File: src/rtl/rgb_level_sequencer.sv
// RGB level sequencer: round-robin arbitration of per-channel up/down
// brightness requests onto one shared external add/subtract ALU, with
// saturated write-back into the three 8-bit level registers.
module rgb_level_sequencer #(
   parameter logic [7:0] STEP        = 8'd10,
   parameter logic [7:0] RESET_LEVEL = 8'd100
) (
   input  logic       clk,
   input  logic       rst_n,
   input  logic [2:0] up_req,
   input  logic [2:0] dn_req,
   output logic [2:0] ack,
   output logic       busy,
   output logic [7:0] alu_a,
   output logic [7:0] alu_b,
   output logic       alu_sub,
   input  logic [7:0] alu_out,
   input  logic       alu_carry,
   output logic [7:0] red,
   output logic [7:0] green,
   output logic [7:0] blue
);

   typedef enum logic [1:0] {
      IDLE,
      CALC,
      DONE
   } state_t;

   state_t      state;
   logic [1:0]  last;
   logic [1:0]  sel;
   logic        noop;
   logic [7:0]  level [3];
   logic [2:0]  pend;
   logic [1:0]  grant;
   logic        grant_vld;
   logic [7:0]  wr_val;

   assign pend  = up_req | dn_req;
   assign red   = level[0];
   assign green = level[1];
   assign blue  = level[2];

   // Round-robin pick: first pending channel after the last one served.
   always_comb begin
      grant     = '0;
      grant_vld = 1'b0;
      for (int unsigned k = 1; k <= 3; k++) begin
         int unsigned idx;
         idx = (32'(last) + k) % 3;
         if (!grant_vld && pend[idx]) begin
            grant_vld = 1'b1;
            grant     = idx[1:0];
         end
      end
   end

   // Saturate the ALU result using its carry/borrow flag.
   always_comb begin
      wr_val = alu_out;
      if (!alu_sub && alu_carry)
         wr_val = '1;
      else if (alu_sub && !alu_carry)
         wr_val = '0;
   end

   // Transaction FSM with registered ALU operands, levels, ack and busy.
   always_ff @(posedge clk or negedge rst_n) begin
      if (!rst_n) begin
         state   <= IDLE;
         last    <= 2'd2;
         sel     <= '0;
         noop    <= 1'b0;
         ack     <= '0;
         busy    <= 1'b0;
         alu_a   <= '0;
         alu_b   <= '0;
         alu_sub <= 1'b0;
         for (int unsigned i = 0; i < 3; i++)
            level[i] <= RESET_LEVEL;
      end else begin
         case (state)
            IDLE: begin
               if (grant_vld) begin
                  last    <= grant;
                  sel     <= grant;
                  alu_a   <= level[grant];
                  alu_b   <= STEP;
                  noop    <= up_req[grant] & dn_req[grant];
                  alu_sub <= dn_req[grant] & ~up_req[grant];
                  busy    <= 1'b1;
                  state   <= CALC;
               end
            end
            CALC: begin
               if (!noop)
                  level[sel] <= wr_val;
               ack   <= 3'b001 << sel;
               state <= DONE;
            end
            DONE: begin
               ack   <= '0;
               busy  <= 1'b0;
               state <= IDLE;
            end
            default: state <= IDLE;
         endcase
      end
   end

endmodule

File: config.mk
export PLATFORM = sky130hd
export DESIGN_NAME = rgb_level_sequencer
export DESIGN_NICKNAME = d
export VERILOG_FILES = /design/src/rtl/rgb_level_sequencer.sv
export SDC_FILE = /design/constraint.sdc
export NUM_CORES = 1
export LEC_CHECK = 0
export CORE_MARGIN = 2
export CORE_UTILIZATION = 50
export DETAILED_ROUTE_END_ITERATION = 7
export PLACE_DENSITY = 0.91
export SLEW_MARGIN = 20
export SYNTH_ARGS = -nofsm -noshare
export SYNTH_HDL_FRONTEND = slang
export SYNTH_SLANG_ARGS = --single-unit
File: constraint.sdc
create_clock -name clk -period 5 [get_ports clk]
set_clock_uncertainty 0.1 [all_clocks]
set_input_delay 0.75 -clock clk [delete_from_list [all_inputs] [get_ports clk]]
set_output_delay 0.75 -clock clk [all_outputs]
set_load 0.03 [all_outputs]
# Yosys cells after proc, flatten, opt, wreduce, memory -nomap -nowiden
# Index checks and enable logic that the tools add are counted.
[word_totals] reg_bits=45 inputBits=17 output_inout_bits=45 elab_cells=80
[op_classes] addsub=3 div_mod_pow=3 order_cmp=7 n_eq_ne=3 shifts=1 mux=29 n_bitwise=7 reduce_logical=15
[op_table] op="< comparator 32 x 3 -> 1 bit (second input constant)" n=3
[op_table] op="modulo 32 x 2 -> 32 bit (second input constant)" n=3
[op_table] op="2-to-1 mux 8 bit" n=5
[op_table] op="bitwise mux 24 bit" n=1
[op_table] op="binary-select mux 8 bit (select 2 bit)" n=1
[op_table] op="demux 8 bit (select 2 bit)" n=1
[op_table] op="binary-select mux 1 bit (select 2 bit)" n=5
[op_table] op="2-to-1 mux 1 bit" n=9
[op_table] op="2-to-1 mux 2 bit" n=4
[op_table] op="adder 2 x 2 -> 3 bit (second input constant)" n=2
[op_table] op="greater-or-equal comparator 3 bit (second input constant)" n=2
[op_table] op="NOT 2 -> 3 bit" n=2
[op_table] op="case mux 3 bit (2 select lines)" n=1
[op_table] op="AND reduction 2 bit" n=3
[op_table] op="logical AND 1 bit" n=5
[op_table] op="logical NOT 1 bit" n=4
[op_table] op="case mux 2 bit (2 select lines)" n=1
[op_table] op="nonzero test 2 bit" n=2
[op_table] op="adder 2 x 1 -> 3 bit (second input constant)" n=1
[op_table] op="< comparator 2 x 3 -> 1 bit (second input constant)" n=1
[op_table] op="< comparator 3 x 1 -> 1 bit (second input constant)" n=1
[op_table] op="OR 3 bit" n=1
[op_table] op="left shift 1 x 2 -> 3 bit (first input constant)" n=1
[op_table] op="AND 1 bit" n=2
[op_table] op="other kinds (6)" n=7

# Logic depth before layout (Yosys ltp)
[logic_depth] depth_word=15 ltp_mapped=9 depth_no_buf=8

# Worst setup path before layout
# No wires, ideal clock.
[synth_path] path_kind="flip-flop to flip-flop" from="reg last[1]" to="reg alu_sub" setup_ps=92 arrival_ps=2276 required_ps=4808 slack_ps=2533 path_stages_with_launch=9 path_buffers=0 synth_period_minus_slack_ps=2467 cell_sequence="dfstp_2 > inv_1 > ha_1 > nand2b_1 > or2_2 > o41a_4 > mux2i_1 > mux2_4 > o31ai_2"
[synth_between] elab_chain_len=15 word_cells_on_any_way=29 cone_classes="add/sub (3); div (3); mux (16); bitwise (2); reduce/logical (5)"
[synth_rtl] element="from (decl)" line="31" source="logic [1:0] last;"
[synth_rtl] element="from (signal assigned)" line="86" source="last <= grant;"
[synth_rtl] element="adder 2 x 1 -> 3 bit" line="51" source="idx = (32'(last) + k) % 3;"
[synth_rtl] element="modulo 32 x 2 -> 32 bit" line="51"
[synth_rtl] element="binary-select mux 1 bit (select 2 bit)" line="52" source="if (!grant_vld && pend[idx]) begin"
[synth_rtl] element="2-to-1 mux 1 bit (implied by the code)" line="52"
[synth_rtl] element="2-to-1 mux 1 bit" line="52"
[synth_rtl] element="logical NOT 1 bit" line="52"
[synth_rtl] element="logical AND 1 bit" line="52"
[synth_rtl] element="2-to-1 mux 1 bit" line="52"
[synth_rtl] element="logical NOT 1 bit" line="52"
[synth_rtl] element="logical AND 1 bit" line="52"
[synth_rtl] element="2-to-1 mux 2 bit" line="52"
[synth_rtl] element="binary-select mux 1 bit (select 2 bit)" line="91" source="alu_sub <= dn_req[grant] & ~up_req[grant];"
[synth_rtl] element="2-to-1 mux 1 bit (implied by the code)" line="91"
[synth_rtl] element="NOT 1 bit" line="91"
[synth_rtl] element="AND 1 bit" line="91"
[synth_rtl] element="to (signal assigned)" line="91"
[synth_rtl] element="to (decl)" line="16" source="output logic alu_sub,"
# Several ways; a longest one is shown, not always the timed one. The select of a mux whose other input is x is not followed.
# A chain may end at the register's enable or synchronous reset.

# Worst setup path after layout
[layout_path] from="reg last[0]" to="reg alu_sub"
# The elaborated chain is that of the path after synthesis.

==> impl_metrics.tcl <==
set metrics [dict create \
    run_status "complete, no violations" \
    rows 25 \
    antenna_cells 0 \
    postSynthCellCount 221 \
    hold_path.class "reg -> reg" \
    avgViaCountPerCell 5.82 \
    place.port_buffers 55 \
    grt_setup_unrepaired "no" \
    highest-signal-layer "met4" \
    tritoncts.num_buffers 5 \
    internal_power_uw 1400 \
    worstPathMaxFanout 9 \
    path_class "reg -> reg" \
    yosysMostFrequentCell "sky130_fd_sc_hd__dfrtp_1" \
    gr-usage-all-layers 0.223 \
    wl_met3_um 393 \
    avgSynthCellArea_um2 11.0 \
    p_clk_frac 0.109 \
    clock_tree_from_tritoncts "built" \
    detail_route.wl_per_cell_um 17.1 \
    ir_worst_vdd_v 0.000432 \
    fmax_mhz 335 \
    finalHoldViolCount 0 \
    drt_pass1_iterations 4 \
    max_cap_viol_count 0 \
    min_to "alu_a[0]" \
    multiInputGateArea_um2 1210 \
    synth_top_area_cell "sky130_fd_sc_hd__dfrtp_1" \
    synth.lib_cells_used.distinct 49 \
    grt_overflow_total 0 \
    cp_top_family "simple AND/OR/NAND/NOR gates" \
    route.antenna.remaining_nets 0 \
    coreArea_um2 4690 \
    syn_area_um2 2430 \
    fp.dieArea_um2 5430 \
    critPathBufInv 1 \
    yosys_most_used_dff "sky130_fd_sc_hd__dfrtp_1" \
    cts_hold_buf 0 \
    clkSinkCount 44 \
    ys_warnings 0 \
    p_leak_uw 0.00126 \
    post-route-min-period_ns 2.99 \
    dieHeight_um 73.7 \
    cts_max_path_buffers 2 \
    routabilityCongestion 0.946 \
    worstSkewPairLatency_ns 0.30 \
    worst_r2r_startpoint "last[0]" \
    number_of_global_route_vias_before_repair 1889 \
    worst_r2r_path_depth 8 \
    placed_area_um2 2970 \
    final_util 0.659 \
    reg2reg_to "alu_sub" \
    layout.cell_area.non_filler_um2 3090 \
    maximum_number_of_pins_on_one_net_before_global_route_repair 45 \
    timing.setup.tns_ns 0 \
    final.hold.worst_slack_ns 0.401 \
    synth.top_cell.area_share 0.351 \
    whs_path_depth 2 \
    clk_pin_slew_ns 0.09 \
    hold_path.startpoint "alu_a[0]" \
    worst_rel_slew_slack 0.373 \
    critPathMaxStageDelay_ns 0.52 \
    start_util 0.517 \
    worst-endpoint-required_ns 5.11 \
    cp-start-kind "register" \
    met1_length_um 2410 \
    dp_hpwl_um 3990 \
    crit_path_end_kind "register" \
    number_of_standard_cells_in_the_final_layout_excluding_fillers 330 \
    flow.area_growth_from_synthesis_pct 27.3 \
    synth_top_cells_by_count "sky130_fd_sc_hd__dfrtp_1, sky130_fd_sc_hd__mux2_2, sky130_fd_sc_hd__o21ai_0" \
    grt_antenna_before_repair 0 \
    report.final.slew_viol_count 0 \
    post_cts_resized 0 \
    critical_path.cell_chain "inv_1 -> ha_1 -> nor3b_2 -> o32ai_2 -> nand4bb_1 -> nand2_2 -> mux2_4 -> o31ai_2" \
    timing_worst_slew_pin_value_ns 0.941 \
    synth_edf_count 0 \
    drc_errors 0 \
    routed-via-count 1920 \
    global_route_wire_length_before_repair_um 9180 \
    dpl.cell_count 322 \
    p_sw_uw 1170 \
    layout_worst_path_cycle_share 0.597 \
    cp_arrival_ns 3.10 \
    floorplan.die.width_um 73.7 \
    async_reset_ff_frac 1.00 \
    clock_tree.root_cell "sky130_fd_sc_hd__clkbuf_8" \
    cts_setup_buffers 0 \
    ys_seq_area_frac 0.459 \
    crit_slowest_cell "sky130_fd_sc_hd__nand4bb_1" \
    fill_cells 356 \
    power_density_nw_per_um2 832 \
    routed_wirelength_um 5630 \
    setup-violations-final 0 \
    final_net_count 300 \
    synth.area.top_cells "sky130_fd_sc_hd__dfrtp_1, sky130_fd_sc_hd__mux2_2, sky130_fd_sc_hd__dfstp_2, sky130_fd_sc_hd__o21ai_0, sky130_fd_sc_hd__ha_1" \
    swShare 0.455 \
    register_area_um2 1110 \
    synth.ff_latch_count 44 \
    drtIter0Drc 103 \
    power_frac_seq 0.274 \
    pin_count 62 \
    reg2reg_setup_slack_ns 2.01 \
    h-tree-depth 2 \
    fraction_of_layout_instances_using_a_drive_strength_above_1 0.221 \
    met2_length_um 2720 \
    power.share.combinational 0.617 \
]
-- tightest hold or removal path, stage by stage (launching register included) --
cell	delay, ns
sky130_fd_sc_hd__dfrtp_1	0.36
sky130_fd_sc_hd__nand2_1	0.05
sky130_fd_sc_hd__o21ai_0	0.06
-- worst max path at each step --
stage,startpoint,end,slack (ns),cells past startpoint
final,last[0],alu_sub,2.01,8
after global routing,last[0],alu_a[7],1.72,8
after CTS,last[0],alu_sub,2.03,8
after detailed placement,dn_req[1],alu_sub,1.76,7
after global placement,up_req[1],alu_sub,1.83,7
after floorplan,last[1],alu_sub,2.53,8
-- per-stage QoR --
step / power, uW / setup slack [ns]
floorplan: 1790 / 2.53
global placement: 2250 / 1.83
detailed placement: 2290 / 1.76
CTS: 2570 / 2.03
global route: 2740 / 1.72
finish: 2570 / 2.01
-- area by class of cell --
| cell class | count | area share |
|---|---|---|
| Clock buffer | 5 | 0.0223 |
| Clock inverter | 3 | 0.0154 |
| Inverter | 9 | 0.0109 |
| Multi-Input combinational cell | 159 | 0.390 |
| Sequential cell | 44 | 0.360 |
| Tap cell | 54 | 0.0219 |
| Timing Repair Buffer | 56 | 0.179 |
-- state kept, by name, indices dropped and copies added, names as in the netlist --
signal / cells
last: 2
ack: 3
state: 2
busy: 1
alu_b: 1
blue: 8
alu_a: 8
green: 8
alu_sub: 1
noop: 1
sel: 1
red: 8
-- power by group through the flow --
stage                     clock, uW  sequential [uW]  combinational (uW)
after CTS                       282              703                1590
after global placement            0              700                1550
after floorplan                   0              967                 821
after detailed placement          0              707                1580
after global routing            295              724                1720
final                           280              704                1590
-- cells in the final DEF (no fill, tap or decap), types with 3 or more instances in the layout --
cell type                         count
sky130_fd_sc_hd__a21oi_1              3
sky130_fd_sc_hd__and3_1               8
sky130_fd_sc_hd__clkbuf_8             5
sky130_fd_sc_hd__clkdlybuf4s50_1     54
sky130_fd_sc_hd__conb_1               6
sky130_fd_sc_hd__dfrtp_1             34
sky130_fd_sc_hd__dfstp_2             10
sky130_fd_sc_hd__ha_1                 8
sky130_fd_sc_hd__inv_1                8
sky130_fd_sc_hd__maj3_1               8
sky130_fd_sc_hd__mux2_2              26
sky130_fd_sc_hd__mux2i_1              3
sky130_fd_sc_hd__nand2_1             16
sky130_fd_sc_hd__nand2b_1             7
sky130_fd_sc_hd__nand3_1              8
sky130_fd_sc_hd__nor2_1               6
sky130_fd_sc_hd__o21ai_0             26
sky130_fd_sc_hd__o22ai_1              3
-- cells by family (layout without fill, tap and decap cells) --
logic type | after synthesis | count (layout) | share of synthesized area
adders and majority gates | 16 | 16 | 0.0742
muxes | 30 | 30 | 0.139
AOI/OAI and AO/OA | 47 | 47 | 0.131
other | 1 | 6 | 0.00154
DFF | 44 | 44 | 0.459
buffers and inverters | 23 | 73 | 0.0521
and+or+nand+nor | 60 | 60 | 0.143
-- layer usage --
layer | GRT usage | vias up
met3 | 0.0384 | 12
met1 | 0.301 | 937
li1 | - | 886
met4 | 0.0929 | 0
met2 | 0.356 | 85
met5 | 0 | -
Power figures use the tool's default switching activity.
